--- config.mk ---
export PLATFORM = sky130hd
export DESIGN_NAME = uart_fifo_ip
export DESIGN_NICKNAME = d
export VERILOG_FILES = /design/src/rtl/uart_fifo_ip.sv
export SDC_FILE = /design/constraint.sdc
export NUM_CORES = 1
export LEC_CHECK = 0
export CORE_MARGIN = 5
export CORE_UTILIZATION = 55
export CTS_CLUSTER_DIAMETER = 120
export DETAILED_ROUTE_END_ITERATION = 8
export MAX_ROUTING_LAYER = met4
export PLACE_DENSITY = 0.82
export SYNTH_ARGS = -nofsm -noshare
export SYNTH_HDL_FRONTEND = slang
export SYNTH_SLANG_ARGS = --single-unit
export TNS_END_PERCENT = 10
--- constraint.sdc ---
create_clock -name clk -period 3.7 [get_ports clk]
set_input_delay 0.925 -clock clk [delete_from_list [all_inputs] [get_ports clk]]
set_output_delay 0.925 -clock clk [all_outputs]
set_load 0.02 [all_outputs]
--- src/rtl/uart_fifo_ip.sv ---
// UART peripheral: TX/RX FIFOs, programmable divisor, optional parity, 2-stop mode, error flags, irq.
// Build option UART_LOOPBACK_EN adds CTRL[6] loop, which routes the internal TX bit into the RX FSM.
//
// state    | meaning (shared by TX and RX FSMs)
// S_IDLE   | line idle; TX waits for en and data, RX waits for a falling edge
// S_START  | start bit; RX checks the line at mid-start to reject glitches
// S_DATA   | 8 data bits, LSB first
// S_PARITY | optional parity bit
// S_STOP   | stop bit(s); TX may chain straight into the next START
module uart_fifo_ip #(
  parameter int ADDR_W      = 32,
  parameter int DATA_W      = 32,
  parameter int STRB_W      = DATA_W / 8,
  parameter int FIFO_DEPTH  = 16,
  parameter int DIV_W       = 16,
  parameter int DEFAULT_DIV = 28
) (
  input  logic              clk,
  input  logic              rst,
  input  logic [ADDR_W-1:0] waddr,
  input  logic [DATA_W-1:0] wdata,
  input  logic              wen,
  input  logic [STRB_W-1:0] wstrb,
  output logic              wready,
  input  logic [ADDR_W-1:0] raddr,
  input  logic              ren,
  output logic [DATA_W-1:0] rdata,
  output logic              rvalid,
  output logic              o_uart_tx,
  input  logic              i_uart_rx,
  output logic              o_irq
);
  localparam int AW = $clog2(FIFO_DEPTH);
  localparam int PW = AW + 1;

  typedef enum logic [2:0] {S_IDLE, S_START, S_DATA, S_PARITY, S_STOP} uart_state_t;

  logic [5:0]        ctrl_q;
  logic              en, par_en, par_odd, stop2, rx_ie, tx_ie, loop;
  logic [DIV_W-1:0]  div_q, div_n, div_eff;
  logic [DATA_W-1:0] div_wide, rd_mux;
  logic              rx_ovr, frame_err, par_err, tx_ovr;
  logic              w_ctrl, w_div, w_stat, w_txd, r_rxd;

  logic [7:0]        tx_mem [FIFO_DEPTH];
  logic [PW-1:0]     tx_wp, tx_rp;
  logic              tx_empty, tx_full, tx_push, tx_pop, tx_ovr_set;
  logic [7:0]        tx_head;

  logic [7:0]        rx_mem [FIFO_DEPTH];
  logic [PW-1:0]     rx_wp, rx_rp;
  logic              rx_empty, rx_full, rx_wr, rx_pop, rx_ovr_set;

  uart_state_t       tx_state, tx_state_n, rx_state, rx_state_n;
  logic [DIV_W-1:0]  tx_cnt, tx_cnt_n, rx_cnt, rx_cnt_n;
  logic [2:0]        tx_bitn, tx_bitn_n, rx_bitn, rx_bitn_n;
  logic [7:0]        tx_shift, tx_shift_n, rx_shift, rx_shift_n;
  logic              tx_par, tx_par_n, tx_second, tx_second_n, tx_load_ok, tx_bit, tx_busy;
  logic              rx_s1, rx_s2, rx_prev, rx_in, rx_pbad, rx_pbad_n;
  logic              rx_push, rx_frame_set, rx_par_set;
  logic              unused_bits;

  assign {tx_ie, rx_ie, stop2, par_odd, par_en, en} = ctrl_q;
  assign wready  = 1'b1;
  assign w_ctrl  = wen && (waddr[4:2] == 3'd0);
  assign w_div   = wen && (waddr[4:2] == 3'd1);
  assign w_stat  = wen && (waddr[4:2] == 3'd2);
  assign w_txd   = wen && (waddr[4:2] == 3'd3) && wstrb[0];
  assign r_rxd   = ren && (raddr[4:2] == 3'd4);
  assign div_eff = (div_q < DIV_W'(3)) ? DIV_W'(3) : div_q;
  assign unused_bits = ^{waddr, raddr, wdata, wstrb, div_wide};

`ifdef UART_LOOPBACK_EN
  logic loop_q;
  always_ff @(posedge clk) begin
    if (rst)                      loop_q <= 1'b0;
    else if (w_ctrl && wstrb[0])  loop_q <= wdata[6];
  end
  assign loop = loop_q;
`else
  assign loop = 1'b0;
`endif

  assign tx_empty   = (tx_wp == tx_rp);
  assign tx_full    = (tx_wp[PW-1] != tx_rp[PW-1]) && (tx_wp[AW-1:0] == tx_rp[AW-1:0]);
  assign tx_push    = w_txd && !tx_full;
  assign tx_ovr_set = w_txd && tx_full;
  assign tx_head    = tx_mem[tx_rp[AW-1:0]];

  assign rx_empty   = (rx_wp == rx_rp);
  assign rx_full    = (rx_wp[PW-1] != rx_rp[PW-1]) && (rx_wp[AW-1:0] == rx_rp[AW-1:0]);
  assign rx_pop     = r_rxd && !rx_empty;
  assign rx_wr      = rx_push && (!rx_full || rx_pop);
  assign rx_ovr_set = rx_push && rx_full && !rx_pop;

  always_ff @(posedge clk) begin
    if (tx_push) tx_mem[tx_wp[AW-1:0]] <= wdata[7:0];
    if (rx_wr)   rx_mem[rx_wp[AW-1:0]] <= rx_shift;
  end

  always_comb begin
    div_wide = '0;
    div_wide[DIV_W-1:0] = div_q;
    for (int i = 0; i < STRB_W; i++)
      if (wstrb[i]) div_wide[i*8 +: 8] = wdata[i*8 +: 8];
    div_n = div_wide[DIV_W-1:0];
  end

  always_comb begin
    tx_state_n  = tx_state;
    tx_cnt_n    = tx_cnt - DIV_W'(1);
    tx_bitn_n   = tx_bitn;
    tx_shift_n  = tx_shift;
    tx_par_n    = tx_par;
    tx_second_n = tx_second;
    tx_pop      = 1'b0;
    tx_load_ok  = 1'b0;
    case (tx_state)
      S_IDLE: tx_load_ok = 1'b1;
      S_START:
        if (tx_cnt == '0) begin
          tx_state_n = S_DATA;
          tx_cnt_n   = div_eff;
          tx_bitn_n  = 3'd0;
        end
      S_DATA:
        if (tx_cnt == '0) begin
          tx_cnt_n    = div_eff;
          tx_shift_n  = tx_shift >> 1;
          tx_bitn_n   = tx_bitn + 3'd1;
          tx_second_n = 1'b0;
          if (tx_bitn == 3'd7) tx_state_n = par_en ? S_PARITY : S_STOP;
        end
      S_PARITY:
        if (tx_cnt == '0) begin
          tx_state_n = S_STOP;
          tx_cnt_n   = div_eff;
        end
      S_STOP:
        if (tx_cnt == '0) begin
          tx_cnt_n = div_eff;
          if (stop2 && !tx_second) begin
            tx_second_n = 1'b1;
          end else begin
            tx_state_n = S_IDLE;
            tx_load_ok = 1'b1;
          end
        end
      default: tx_state_n = S_IDLE;
    endcase
    // Loading straight out of the last stop bit keeps back-to-back frames gapless.
    if (tx_load_ok && en && !tx_empty) begin
      tx_state_n = S_START;
      tx_cnt_n   = div_eff;
      tx_pop     = 1'b1;
      tx_shift_n = tx_head;
      tx_par_n   = (^tx_head) ^ par_odd;
    end
    if (!en) begin
      tx_state_n = S_IDLE;
      tx_pop     = 1'b0;
    end
  end

  always_comb begin
    case (tx_state)
      S_START:  tx_bit = 1'b0;
      S_DATA:   tx_bit = tx_shift[0];
      S_PARITY: tx_bit = tx_par;
      default:  tx_bit = 1'b1;
    endcase
  end
  assign tx_busy   = (tx_state != S_IDLE);
  assign o_uart_tx = loop ? 1'b1 : tx_bit;
  assign rx_in     = loop ? tx_bit : rx_s2;

  always_comb begin
    rx_state_n   = rx_state;
    rx_cnt_n     = rx_cnt - DIV_W'(1);
    rx_bitn_n    = rx_bitn;
    rx_shift_n   = rx_shift;
    rx_pbad_n    = rx_pbad;
    rx_push      = 1'b0;
    rx_frame_set = 1'b0;
    rx_par_set   = 1'b0;
    case (rx_state)
      S_IDLE: begin
        rx_cnt_n = rx_cnt;
        if (rx_prev && !rx_in) begin
          rx_state_n = S_START;
          rx_cnt_n   = div_eff >> 1;
          rx_pbad_n  = 1'b0;
        end
      end
      S_START:
        if (rx_cnt == '0) begin
          rx_state_n = rx_in ? S_IDLE : S_DATA;
          rx_cnt_n   = div_eff;
          rx_bitn_n  = 3'd0;
        end
      S_DATA:
        if (rx_cnt == '0) begin
          rx_shift_n = {rx_in, rx_shift[7:1]};
          rx_bitn_n  = rx_bitn + 3'd1;
          rx_cnt_n   = div_eff;
          if (rx_bitn == 3'd7) rx_state_n = par_en ? S_PARITY : S_STOP;
        end
      S_PARITY:
        if (rx_cnt == '0) begin
          rx_pbad_n  = rx_in ^ (^rx_shift) ^ par_odd;
          rx_state_n = S_STOP;
          rx_cnt_n   = div_eff;
        end
      S_STOP:
        if (rx_cnt == '0) begin
          rx_push      = 1'b1;
          rx_frame_set = !rx_in;
          rx_par_set   = rx_pbad;
          rx_state_n   = S_IDLE;
        end
      default: rx_state_n = S_IDLE;
    endcase
    if (!en) begin
      rx_state_n   = S_IDLE;
      rx_push      = 1'b0;
      rx_frame_set = 1'b0;
      rx_par_set   = 1'b0;
    end
  end

  always_comb begin
    rd_mux = '0;
    case (raddr[4:2])
      3'd0: rd_mux[6:0] = {loop, ctrl_q};
      3'd1: rd_mux[DIV_W-1:0] = div_q;
      3'd2: rd_mux[8:0] = {tx_ovr, par_err, frame_err, rx_ovr, tx_busy,
                           rx_full, rx_empty, tx_empty, tx_full};
      3'd4: if (!rx_empty) rd_mux[8:0] = {1'b1, rx_mem[rx_rp[AW-1:0]]};
      default: rd_mux = '0;
    endcase
  end

  always_ff @(posedge clk) begin
    if (rst) begin
      ctrl_q    <= '0;
      div_q     <= DIV_W'(DEFAULT_DIV);
      {rx_ovr, frame_err, par_err, tx_ovr} <= '0;
      tx_wp     <= '0;
      tx_rp     <= '0;
      rx_wp     <= '0;
      rx_rp     <= '0;
      tx_state  <= S_IDLE;
      tx_cnt    <= '0;
      tx_bitn   <= '0;
      tx_shift  <= '0;
      tx_par    <= 1'b0;
      tx_second <= 1'b0;
      rx_state  <= S_IDLE;
      rx_cnt    <= '0;
      rx_bitn   <= '0;
      rx_shift  <= '0;
      rx_pbad   <= 1'b0;
      rx_s1     <= 1'b1;
      rx_s2     <= 1'b1;
      rx_prev   <= 1'b1;
      rdata     <= '0;
      rvalid    <= 1'b0;
      o_irq     <= 1'b0;
    end else begin
      if (w_ctrl && wstrb[0]) ctrl_q <= wdata[5:0];
      if (w_div) div_q <= div_n;
      // A hardware set in the same cycle as a W1C clear wins.
      rx_ovr    <= (rx_ovr    & ~(w_stat & wstrb[0] & wdata[5])) | rx_ovr_set;
      frame_err <= (frame_err & ~(w_stat & wstrb[0] & wdata[6])) | rx_frame_set;
      par_err   <= (par_err   & ~(w_stat & wstrb[0] & wdata[7])) | rx_par_set;
      tx_ovr    <= (tx_ovr    & ~(w_stat & wstrb[1] & wdata[8])) | tx_ovr_set;
      if (tx_push) tx_wp <= tx_wp + PW'(1);
      if (tx_pop)  tx_rp <= tx_rp + PW'(1);
      if (rx_wr)   rx_wp <= rx_wp + PW'(1);
      if (rx_pop)  rx_rp <= rx_rp + PW'(1);
      tx_state  <= tx_state_n;
      tx_cnt    <= tx_cnt_n;
      tx_bitn   <= tx_bitn_n;
      tx_shift  <= tx_shift_n;
      tx_par    <= tx_par_n;
      tx_second <= tx_second_n;
      rx_state  <= rx_state_n;
      rx_cnt    <= rx_cnt_n;
      rx_bitn   <= rx_bitn_n;
      rx_shift  <= rx_shift_n;
      rx_pbad   <= rx_pbad_n;
      rx_s1     <= i_uart_rx;
      rx_s2     <= rx_s1;
      rx_prev   <= rx_in;
      rvalid    <= ren;
      if (ren) rdata <= rd_mux;
      o_irq     <= (rx_ie & ~rx_empty) | (tx_ie & tx_empty) | rx_ovr | frame_err | par_err;
    end
  end
endmodule

==> flow_summary.ini, run 1 <==
[run_status]
status = finished clean

[power_and_ir_drop]
leakagePower_nw = 6.61
ir_drop_v = 0.000341
powerDensity_mw_per_mm2 = 498

[drt]
drt_wl_total_um = 39600
vias = 11091
ant_nets = 0
firstDrtPassIters = 7
post_drt_wl_per_cell_um = 22.1
drc = 0
viasPerCell = 6.21
drt_iter0_markers = 1355

[critical_path]
cp_data_required_time_ns = 3.96
crit_path_start_kind = flip-flop
critPathCaptureType = flip-flop
crit_fanout = 9
critPathTopFamily = simple AND/OR/NAND/NOR gates
path_buf_inv = 1
cpPeakStageDelay_ns = 0.48
crit_arrival_ns = 3.46
cp_cell_sequence = or3_4 -> or3_1 -> nor3_1 -> and2_1 -> nand2_1 -> nor3_1 -> buf_4
critPathSlowestCell = nor3_1
critical_path.most_common_cell = nor3_1
path_class = reg2reg

[finish]
diodes = 0
layout.nets = 1482
mostFrequentLayoutCells = edfxtp_1, nor2_1, dfxtp_1, mux4_2, a21oi_1
final_core_util = 0.636
area_growth_pct = 14.6
layout-drive-gt1-share = 0.158
design_area_mm2 = 0.0193
final_common_cell = edfxtp_1
nFillCells = 2116

[global_routing]
grt_max_degree = 41
gr-total-overflow = 0
grtUsageTotal = 0.238
grt_pass1_wl_um = 61200
grt_antenna_before_repair = 0
grt_pass1_vias = 10826

[die]
io_pins = 141
core_area_mm2 = 0.0304
num_rows = 64
start_util = 0.555
fp.dieW_um = 185
die_area_mm2 = 0.0343
die_h_um = 185

[timing]
hold_viol = 0
fin_crit_sh = 0.865
rsz0062_at_grt = no
maxSlewHeadroom = 0.319
clock.fmax_mhz = 313
period_needed_ns = 3.20
fin_setup_tns_ns = 0
skew_ns = 0.0339
worstMarginPinSlew_ns = 1.01
drv_slew = 0
setup_viol = 0

[synthesis]
synth.area.top_cells = edfxtp_1, dfxtp_1, mux4_2
synth_edf_count = 256
syn-cell-area_mm2 = 0.0169
syn_area_per_cell_um2 = 13.1
ys.flop_type = edfxtp_1
yosys.area.top_type_share = 0.455
seq_area_frac_synth = 0.619
synth-async-reset-ratio = 0
synth_top_area_cell = edfxtp_1
yosysUniqueCellTypes = 61
yosysWarnings = 0
syn_inst = 1284
yosys_register_bits = 394

[cts]
clock_latency_ns = 0.56
cts_tree = yes
cts_resized = 0
cts.clk_slew.worst_paths_ns = 0.06
numClockSinks = 394
cts_buffers = 39
cts_max_level = 2
clock_path_buffers = 3
cts_hold_buf = 0
cts-root-buf = clkbuf_16
post_cts_buffers = 0

[placed_design]
portBuffers = 47
place_area_mm2 = 0.0179
hpwlAfterDp_um = 25100
gp_congestion = 0.918

[run]
max_cap_viol_count = 0

[min_path]
hold_class = reg2reg
==> sequential cells by signal, indices dropped and copies added, names as in the netlist, 5 cells and up, named ones only <==
signal / cells
rx_mem: 128
tx_mem: 128
div_q: 16
rdata: 16
rx_cnt: 16
tx_cnt: 16
rx_shift: 8
tx_shift: 8
ctrl_q: 6
rx_rp: 5
rx_wp: 5
tx_rp: 5
tx_wp: 5
==> final cells by class <==
type	count	area (um2)	area share
tap	396	495	0.0256
multi-input combinational	797	5970	0.309
timing repair buffer	109	946	0.0489
clock inverter	18	275	0.0142
inverter	19	71.3	0.00369
sequential	394	10500	0.540
clock buffer	54	1130	0.0586
==> power breakdown <==
group          internal (mW)  total, mW  leakage [nW]  switching, mW
Clock                   2.52       4.21         0.686           1.69
Combinational          0.234      0.625          2.47          0.392
Sequential              4.72       4.79          3.45         0.0691
Total                   7.47       9.63          6.61           2.15
==> worst paths after layout <==
| check | from | end | slack [ns] | cells after the start |
|---|---|---|---|---|
| worst min-delay path | rx_cnt[15]$_SDFFE_PP0N_ | rx_cnt[15]$_SDFFE_PP0N_ | 0.47 | 2 |
| worst min register to register | rx_cnt[15]$_SDFFE_PP0N_ | rx_cnt[15]$_SDFFE_PP0N_ | 0.47 | 2 |
| worst max-delay path | rx_cnt[11]$_SDFFE_PP0N_ | rx_mem[3][3]$_DFFE_PP_ | 0.50 | 7 |
| worst max register to register | rx_cnt[11]$_SDFFE_PP0N_ | rx_mem[3][3]$_DFFE_PP_ | 0.50 | 7 |
==> Yosys cell counts, drive strengths merged (7+ instances only) <==
| cell | instances |
|---|---|
| edfxtp | 256 |
| buf | 40 |
| a211oi | 9 |
| nand2 | 70 |
| nor2 | 174 |
| a22oi | 16 |
| nor2b | 24 |
| mux2i | 39 |
| or3 | 11 |
| or2 | 7 |
| nand4 | 13 |
| nor4 | 11 |
| xor2 | 32 |
| inv | 19 |
| clkbuf | 49 |
| mux4 | 76 |
| nor3 | 38 |
| a31oi | 10 |
| o21ai | 35 |
| nand3 | 21 |
| a21oi | 73 |
| ha | 17 |
| dfxtp | 138 |
| and3 | 7 |
| nand2b | 15 |
| xnor2 | 26 |
==> layer usage <==
layer / wire (um) / track usage / vias up
met3: 3220 / 0.0401 / 113
met2: 19600 / 0.384 / 603
li1: - / - / 4892
met4: 1230 / 0.0734 / 0
met1: 15500 / 0.313 / 5483
met5: 0 / - / -
==> metrics by stage <==
stage	hold WS (ns)	worst slack, ns	total power, mW	instances
6_report	0.466	0.500	9.63	1787
5_1_grt	0.482	0.400	9.95	1787
4_1_cts	0.466	0.568	9.66	1787
3_5_place_dp	0.458	0.419	5.49	1715
3_3_place_gp	0.442	0.463	5.46	1715
2_1_floorplan	0.389	0.642	5.33	1299
==> worst min-delay path: cells and delay by family, from the launching register on <==
| family | cells | cell delay, ns |
|---|---|---|
| DFF | 1 | 0.31 |
| and+or+nand+nor | 1 | 0.05 |
| AOI/OAI and AO/OA | 1 | 0.05 |
==> cells by family (layout without fill, tap and decap cells) <==
kind of cell / count (synthesis) / count (layout) / synth area share
AND/OR/NAND/NOR: 415 / 415 / 0.117
flip-flops: 394 / 394 / 0.619
AO/OA/AOI/OAI: 174 / 174 / 0.0646
multiplexers: 115 / 115 / 0.125
buffers and inverters: 108 / 200 / 0.0307
XOR/XNOR: 59 / 59 / 0.0314
adder cells (fa/ha/maj): 17 / 17 / 0.0126
other: 2 / 17 / 0.000445
(Power assumes the default switching activity.)
==> run 2: changes to the inputs <==
--- a/config.mk
+++ b/config.mk
@@ -11,6 +11,7 @@
 export DETAILED_ROUTE_END_ITERATION = 8
 export MAX_ROUTING_LAYER = met4
 export PLACE_DENSITY = 0.82
+export SETUP_SLACK_MARGIN = 0.2
 export SYNTH_ARGS = -nofsm -noshare
 export SYNTH_HDL_FRONTEND = slang
 export SYNTH_SLANG_ARGS = --single-unit
==> constraint.sdc (replaced) <==
create_clock -name clk -period 3.7 [get_ports clk]
set_input_delay 0.555 -clock clk [delete_from_list [all_inputs] [get_ports clk]]
set_output_delay 0.555 -clock clk [all_outputs]
set_load 0.02 [all_outputs]
==> flow_summary.ini, run 2 (synthesis gave the netlist of run 1 again) <==
[global_routing]
grt_max_degree = 72
grtUsageTotal = 0.235
gr-total-overflow = 0
grt_pass1_vias = 10598
grt_antenna_before_repair = 0
grt_pass1_wl_um = 60900

[finish]
layout.nets = 1477
final_cells = 1782
diodes = 0
final_common_cell = edfxtp_1
area_growth_pct = 13.5
nFillCells = 2180
mostFrequentLayoutCells = edfxtp_1, nor2_1, dfxtp_1, mux4_2, a21oi_1
layout-drive-gt1-share = 0.152
ff_latch_area_mm2 = 0.0105
multi_input_area_mm2 = 0.00597

[critical_path]
crit_arrival_ns = 3.35
cpPeakStageDelay_ns = 0.47
critPathSlowestCell = or3_1
reg2reg_to = rx_mem[3][6]$_DFFE_PP_
critPathCaptureType = flip-flop
r2r-start = rx_cnt[11]$_SDFFE_PP0N_
cp_cell_sequence = or3_4 -> or3_1 -> nor3_1 -> and2_1 -> nand2_1 -> nor3_1 -> buf_4
r2r_slack_ns = 0.60
ff2ff_path_depth = 7
cp_data_required_time_ns = 3.95
critical_path.most_common_cell = nor3_1
path_class = reg2reg
crit_fanout = 9
crit_path_start_kind = flip-flop

[timing]
setup_viol = 0
final.setup.worst_slack_ns = 0.596
whs_ns = 0.467
fin_crit_sh = 0.839
worstMarginPinSlew_ns = 0.988
drv_slew = 0
fin_setup_tns_ns = 0
clock.fmax_mhz = 322
maxSlewHeadroom = 0.335
hold_viol = 0
skew_ns = 0.0287
period_needed_ns = 3.10
rsz0062_at_grt = no

[cts]
cts_hold_buf = 0
post_cts_buffers = 0
cts_tree = yes
numClockSinks = 394
cts_resized = 0
cts.clk_slew.worst_paths_ns = 0.07
cts-root-buf = clkbuf_16
cts_buffers = 39
cts_max_level = 2
clock_path_buffers = 3
clock_latency_ns = 0.54

[power_and_ir_drop]
p_total_mw = 9.29
leakagePower_nw = 6.52
powerDensity_mw_per_mm2 = 485
ir_drop_v = 0.000355

[drt]
firstDrtPassIters = 5
drc = 0
post_drt_wl_per_cell_um = 21.6
drt_wl_total_um = 38600
viasPerCell = 6.08
ant_nets = 0
drt_iter0_markers = 1083
vias = 10833

[placed_design]
pre_cts_ws_ns = 0.585
hpwlAfterDp_um = 24600
gp_congestion = 0.959
dp.cells = 1710
portBuffers = 47

[die]
core_area_mm2 = 0.0304
io_pins = 141
die_h_um = 185
num_rows = 64
start_util = 0.555
fp.dieW_um = 185
die_area_mm2 = 0.0343

[min_path]
min_from = rx_cnt[15]$_SDFFE_PP0N_
hold_end = rx_cnt[15]$_SDFFE_PP0N_
hold_class = reg2reg
hold_path_depth = 2

[run_status]
status = finished clean

[run]
max_cap_viol_count = 0
-- run 2: worst max-delay path by stage --
stage               cells past startpoint                     end  slack, ns                     start
floorplan                               8  rx_mem[3][0]$_DFFE_PP_       0.82   rx_cnt[11]$_SDFFE_PP0N_
global placement                        7  rx_mem[3][4]$_DFFE_PP_       0.69   rx_cnt[11]$_SDFFE_PP0N_
detailed placement                      7  rx_mem[3][4]$_DFFE_PP_       0.59   rx_cnt[11]$_SDFFE_PP0N_
CTS                                     7  rx_mem[3][4]$_DFFE_PP_       0.59   rx_cnt[11]$_SDFFE_PP0N_
global route                            7  rx_mem[3][4]$_DFFE_PP_       0.35  rx_state[0]$_SDFFE_PP0P_
finish                                  7  rx_mem[3][6]$_DFFE_PP_       0.60   rx_cnt[11]$_SDFFE_PP0N_
-- run 2: per-layer routing --
metal,wire (um),global-route usage,share of wire,up-vias
met2,19100,0.380,0.49,502
met5,0,-,0,-
met1,15500,0.316,0.40,5357
met3,2850,0.0340,0.074,85
met4,1120,0.0681,0.029,0
li1,-,-,-,4889
-- run 2: per-stage QoR --
stage | instance area, um2 | utilization
3_3_place_gp | 17900 | 0.588
2_1_floorplan | 16900 | -
5_1_grt | 19200 | 0.630
6_report | 19200 | 0.630
3_5_place_dp | 17900 | 0.588
4_1_cts | 19200 | 0.630
-- run 2: area by class of cell --
| class | count | area share |
|---|---|---|
| Clock buffer | 49 | 0.0539 |
| Clock inverter | 23 | 0.0119 |
| Inverter | 19 | 0.00372 |
| Multi-Input combinational cell | 797 | 0.312 |
| Sequential cell | 394 | 0.546 |
| Tap cell | 396 | 0.0259 |
| Timing Repair Buffer | 104 | 0.0474 |
-- run 2: power breakdown --
| part | internal (mW) | switching, mW | total, mW |
|---|---|---|---|
| Combinational | 0.251 | 0.401 | 0.651 |
| Clock | 2.22 | 1.64 | 3.85 |
| Sequential | 4.72 | 0.0669 | 4.79 |
| Total | 7.19 | 2.11 | 9.29 |
-- run 2: critical path, delay by kind of cell (launching register included) --
kind,cells,cell delay [ns]
simple gates,6,2.25
flops,1,0.35
buf+inv,1,0.21
==> run 3: changes to the inputs <==
==> constraint.sdc (replaced) <==
create_clock -name clk -period 2.9 [get_ports clk]
set_input_delay 0.435 -clock clk [delete_from_list [all_inputs] [get_ports clk]]
set_output_delay 0.435 -clock clk [all_outputs]
set_load 0.02 [all_outputs]
==> flow_summary.ini, run 3 (synthesis gave the netlist of run 1 again) <==
[timing]
skew_ns = 0.0187
fin_crit_sh = 0.917
hold_viol = 0
rsz0062_at_grt = yes
period_needed_ns = 2.66
clock.fmax_mhz = 376
setup_viol = 0
fin_setup_tns_ns = 0
maxSlewHeadroom = 0.445
drv_slew = 0
worstMarginPinSlew_ns = 0.830
final.setup.worst_slack_ns = 0.242

[die]
core_area_mm2 = 0.0304
num_rows = 64
fp.dieW_um = 185
io_pins = 141
die_area_mm2 = 0.0343
start_util = 0.555
die_h_um = 185

[critical_path]
crit_arrival_ns = 3.14
crit_path_start_kind = flip-flop
crit_fanout = 6
path_class = reg2reg
critPathCaptureType = flip-flop
cp_data_required_time_ns = 3.38

[power_and_ir_drop]
ir_drop_v = 0.000421
seqPwrFrac = 0.498
power_switching_mw = 2.82
powerDensity_mw_per_mm2 = 627
p_sw_frac = 0.230
p_total_mw = 12.3
p_int_mw = 9.45
p_comb_frac = 0.070
leakagePower_nw = 6.72
power.share.clock = 0.432

[run_status]
status = finished clean

[cts]
cts_max_level = 2
cts_tree = yes
cts-root-buf = clkbuf_16
cts_buffers = 40
clock_path_buffers = 3
clock_latency_ns = 0.56
numClockSinks = 394
cts.clk_slew.worst_paths_ns = 0.06

[drt]
firstDrtPassIters = 5
post_drt_wl_per_cell_um = 22.5
drt_wl_total_um = 40600
vias = 11217
viasPerCell = 6.21
ant_nets = 0
drc = 0
drt_iter0_markers = 1145

[finish]
nFillCells = 2055
final_cells = 1806
final_core_util = 0.643
area_growth_pct = 15.9
mostFrequentLayoutCells = edfxtp_1, nor2_1, dfxtp_1, mux4_2, buf_4
layout.nets = 1500
layout-drive-gt1-share = 0.178
multi_input_area_mm2 = 0.00601
ff_latch_area_mm2 = 0.0105
final_common_cell = edfxtp_1

[placed_design]
pre_cts_ws_ns = 0.125
gp_congestion = 0.920
dp.cells = 1732
portBuffers = 47
hpwlAfterDp_um = 25400

[global_routing]
grt_max_degree = 61
grt_antenna_before_repair = 1
grt_pass1_vias = 11107
grt_pass1_wl_um = 63500
gr-total-overflow = 0
grtUsageTotal = 0.246

[run]
max_cap_viol_count = 0

[min_path]
hold_class = in2reg
run 3: metal layers:
metal / wire length [um] / GRT usage
met4: 1340 / 0.0784
met5: 0 / -
met3: 3370 / 0.0436
met1: 16000 / 0.322
met2: 19900 / 0.396
run 3: area by class of cell:
type | instances | area share
antenna | 1 | 0.000128
tap | 396 | 0.0253
clock inverter | 16 | 0.0105
clock buffer | 57 | 0.0608
multi-input combinational | 797 | 0.307
timing repair buffer | 126 | 0.0581
inverter | 19 | 0.00365
sequential | 394 | 0.534
run 3: path summary, 6_finish.rpt:
path | cells past startpoint | slack (ns) | startpoint | to
min | 2 | 0.30 | rst | tx_bitn[0]$_SDFFE_PP0P_
min reg2reg | 2 | 0.46 | rx_cnt[15]$_SDFFE_PP0N_ | rx_cnt[15]$_SDFFE_PP0N_
max reg2reg | 7 | 0.24 | rx_cnt[11]$_SDFFE_PP0N_ | rx_state[1]$_SDFFE_PP0P_
max | 7 | 0.24 | rx_cnt[11]$_SDFFE_PP0N_ | rx_state[1]$_SDFFE_PP0P_
run 3: power by group through the flow:
stage	Combinational, mW	Sequential [mW]	Clock [mW]
after floorplan	0.596	6.21	0
after global placement	0.804	6.22	0
after detailed placement	0.834	6.22	0
after CTS	0.847	6.11	5.36
after global routing	0.957	6.12	5.61
final	0.862	6.11	5.29
run 3: critical path: stages (launching register included):
cell      delay, ns
dfxtp_1        0.34
or3_4          0.41
or3_1          0.41
or2_1          0.39
a31oi_4        0.22
o221ai_2       0.16
or4_1          0.50
a21oi_1        0.14
run 3: metrics by stage:
step | hold WS, ns | cell area, um2
after detailed placement | 0.448 | 18100
after global placement | 0.444 | 18100
final | 0.303 | 19600
after global routing | 0.316 | 19600
after CTS | 0.295 | 19500
after floorplan | 0.389 | 16900
run 3: what timing repair did:
action                     4_1_cts  5_1_grt
setup endpoints to repair      122      134
hold buffers                     0        0
hold endpoints to repair         0        0
pin swaps                        0        0
buffers inserted                 0        0
gates resized for setup          4        8
==> patch: new RTL, flow settings as in run 1 <==
Remove the register `o_irq`: a continuous assignment takes its place, so the output `o_irq` follows one clock earlier.
--- a/src/rtl/uart_fifo_ip.sv
+++ b/src/rtl/uart_fifo_ip.sv
@@ -265,7 +265,6 @@
       rx_prev   <= 1'b1;
       rdata     <= '0;
       rvalid    <= 1'b0;
-      o_irq     <= 1'b0;
     end else begin
       if (w_ctrl && wstrb[0]) ctrl_q <= wdata[5:0];
       if (w_div) div_q <= div_n;
@@ -294,8 +293,9 @@
       rx_prev   <= rx_in;
       rvalid    <= ren;
       if (ren) rdata <= rd_mux;
-      o_irq     <= (rx_ie & ~rx_empty) | (tx_ie & tx_empty) | rx_ovr | frame_err | par_err;
     end
   end
+
+  assign o_irq = (rx_ie & ~rx_empty) | (tx_ie & tx_empty) | rx_ovr | frame_err | par_err;
 endmodule
 
Function: changed (a bounded check fails within 4 cycles, from zero or initial values and one cycle with rst high).
==> patch against run 1 <==
First-iteration DRC count is 23% lower; critical path depth fell by 1; final cell count down 0.67%; power down 3.6%; global-route usage down 0.27 points; routed wire length decreased by 1.5%; setup slack got worse by 160 ps; clock skew is 16 ps lower; sequential cell count decreased by 1; area after synthesis grew 0.13%; cell area decreased by 0.76%; highest routed layer unchanged; synthesized cell count decreased by 0.47%; clock power shrank 7.1%.
==> patch: results (changes against run 1) <==
Setup path
  – CP Data Arrival Time: 2430 ps (-1030 ps)
  – Crit-path max FO: 9 (unchanged)
  – Worst flop-to-flop path endpoint: rx_mem[3][5]
  – Critical path's slowest cell: a2111oi_2
  – Reg2Reg Setup Slack: 490 ps
  – CP peak stage delay: 420 ps (-60 ps)
  – Delay-heaviest family, CP: simple AND/OR/NAND/NOR gates
  – Worst r2r src: rx_cnt[0]
  – R2R cell count: 9 (+2)

Drt
  – Initial DRT Pass Iterations: 6 (-1)
  – DRT Wirelength: 38980 um (-1.5%)
  – Vias: 10.94k (-1.4%)
  – Initial drt markers: 1041 (-23%)

Clock tree
  – Root Buffer: clkbuf_16
  – Clock insertion delay at the later pin of the skew report: 520 ps (-40 ps)
  – Number of H-tree levels: 2 (unchanged)
  – CTS Buffer Depth: 3 (unchanged)
  – Clock Pin Slew Worst Setup and Hold Paths: 60 ps (about the same)
  – Post-CTS Setup Bufs: 0 (unchanged)
  – Total CTS buffers: 41 (+5.1%)

Timing
  – Worst slew pin tran: 939.5 ps (-72.95 ps)
  – Final setup skew: 17.56 ps (-16.35 ps)
  – Final Max Tran Viols: 0 (unchanged)

Logic synthesis
  – Syn. warnings: 0 (unchanged)
  – Post-synth EDFFs: 256 (unchanged)
  – Synth top area cells: edfxtp_1 (45%), dfxtp_1 (16%), mux4_2 (9.6%)
  – Commonest cells post-synth: edfxtp_1 (256), nor2_1 (168), dfxtp_1 (137), mux4_2 (72), a21oi_1 (66)
  – Post-synthesis async set-or-reset flop share: 0% (unchanged)
  – Cell taking the most area after synthesis: edfxtp_1
  – Synth cell types: 71 (+16%)
  – Sequential-to-total area share from yosys stat: 61.71% (-0.20 points)

GRT
  – Initial antenna violation count: 1 (+1)
  – First-pass GRT wire length: 61100 um (-0.21%)
  – Vias in the first global route: 10.73k (-0.92%)
  – GRT overflow: 0 (unchanged)
  – Gr usage total: 23.48% (-0.27 points)
  – Largest net degree at the start of global routing: 66 (+61%)

Run status
  – Outcome: completed

Power
  – Leak pwr: 0.006479 uW (-1.9%)
  – Worst IR Drop VDD: 0.0003515 V (+2.9%)

Hold path
  – Hold wc startpoint: rx_s1
  – HP Class: reg2reg
  – Hold Path Depth: 1 (-1)
  – Hold Path Sink: rx_in

Place
  – # port buffers: 47 (unchanged)
  – DP HPWL: 24470 um (-2.4%)
  – Global placement routability congestion: 0.9234 (+0.61%)

Layout
  – Fin nets: 1468 (-0.94%)
  – Share of cells above drive strength 1: 14.44% (-1.4 points)

Flow run
  – Maxcap violations: 0 (unchanged)
==> patch: cell types whose count changed in the layout (fill, tap and decap cells not counted), sizes merged, moves of 4 or more <==
| cell | before | now |
|---|---|---|
| a211oi | 9 | 26 |
| mux2i | 39 | 55 |
| buf | 63 | 52 |
| nand2 | 70 | 61 |
| a21oi | 73 | 66 |
| clkbuf | 54 | 61 |
| nor2b | 24 | 31 |
| nand3 | 21 | 27 |
| nor2 | 174 | 169 |
| o21ai | 35 | 30 |
| a22oi | 16 | 12 |
| mux2 | 0 | 4 |
| mux4 | 76 | 72 |
| nand4 | 13 | 9 |
==> patch: how the worst max path moves through the flow <==
stage,slack (ps),start,cells past startpoint,endpoint
after floorplan,800,raddr[2],8,rx_mem[3][0]
after global placement,360,rx_wp[3],6,o_irq
after detailed placement,370,rx_wp[3],6,o_irq
after CTS,30,rx_wp[1],6,o_irq
after global routing,220,rx_cnt[0],9,rx_mem[3][5]
final,340,rx_wp[3],6,o_irq
==> patch: per-stage QoR <==
step                      worst slack, ps  instance area [um^2]  cells  hold slack (ps)  total power, uW
after global placement              360.3                 17910   1699            397.0             5421
after floorplan                     795.1                 16960   1293            389.5             5293
final                               343.7                 19190   1775            413.9             9281
after detailed placement            367.3                 17910   1699            404.1             5447
after CTS                           31.95                 19190   1774            419.6             9298
after global routing                221.0                 19190   1775            465.3             9591
==> patch: cell families (layout without fill, tap and decap cells) <==
kind of cell	Yosys count	after routing	share of synthesized area, %
and+or+nand+nor	400	400	11.28
other	2	18	0.04443
AOI/OAI and AO/OA	173	173	6.322
buffers and inverters	105	190	3.020
xor gates and xnor gates	57	57	3.242
DFF	393	393	61.71
adders and majority gates	17	17	1.258
muxes	131	131	13.12
==> patch: layout make-up <==
type | instances | area (um^2)
Antenna cell | 1 | 2.502
Fill cell | 2152 | 11230
Multi-Input combinational cell | 795 | 6030
Clock buffer | 61 | 1135
Sequential cell | 393 | 10440
Clock inverter | 14 | 127.6
Tap cell | 396 | 495.5
Timing Repair Buffer | 98 | 903.4
Inverter | 17 | 63.81
==> patch: metal layers <==
layer	up-vias	part of all wire, %	global-route usage, %	wire length (um)
met5	-	0	-	0
met4	0	2.9	6.430	1116
met3	110	8.0	3.496	3125
met2	574	50	38.61	19490
met1	5393	39	30.92	15240
li1	4859	-	-	-
==> patch: power by group <==
| part | switching (uW) | total (uW) | internal (uW) |
|---|---|---|---|
| clock | 1640 | 3910 | 2270 |
| sequential | 67.3 | 4780 | 4710 |
| combinational | 359 | 591 | 232 |
==> patch: what timing repair did <==
item | in CTS | in global routing
pin swaps | 0 | 1
resized for setup | 5 | 3
endpoints found under the setup margin | 1 | 1
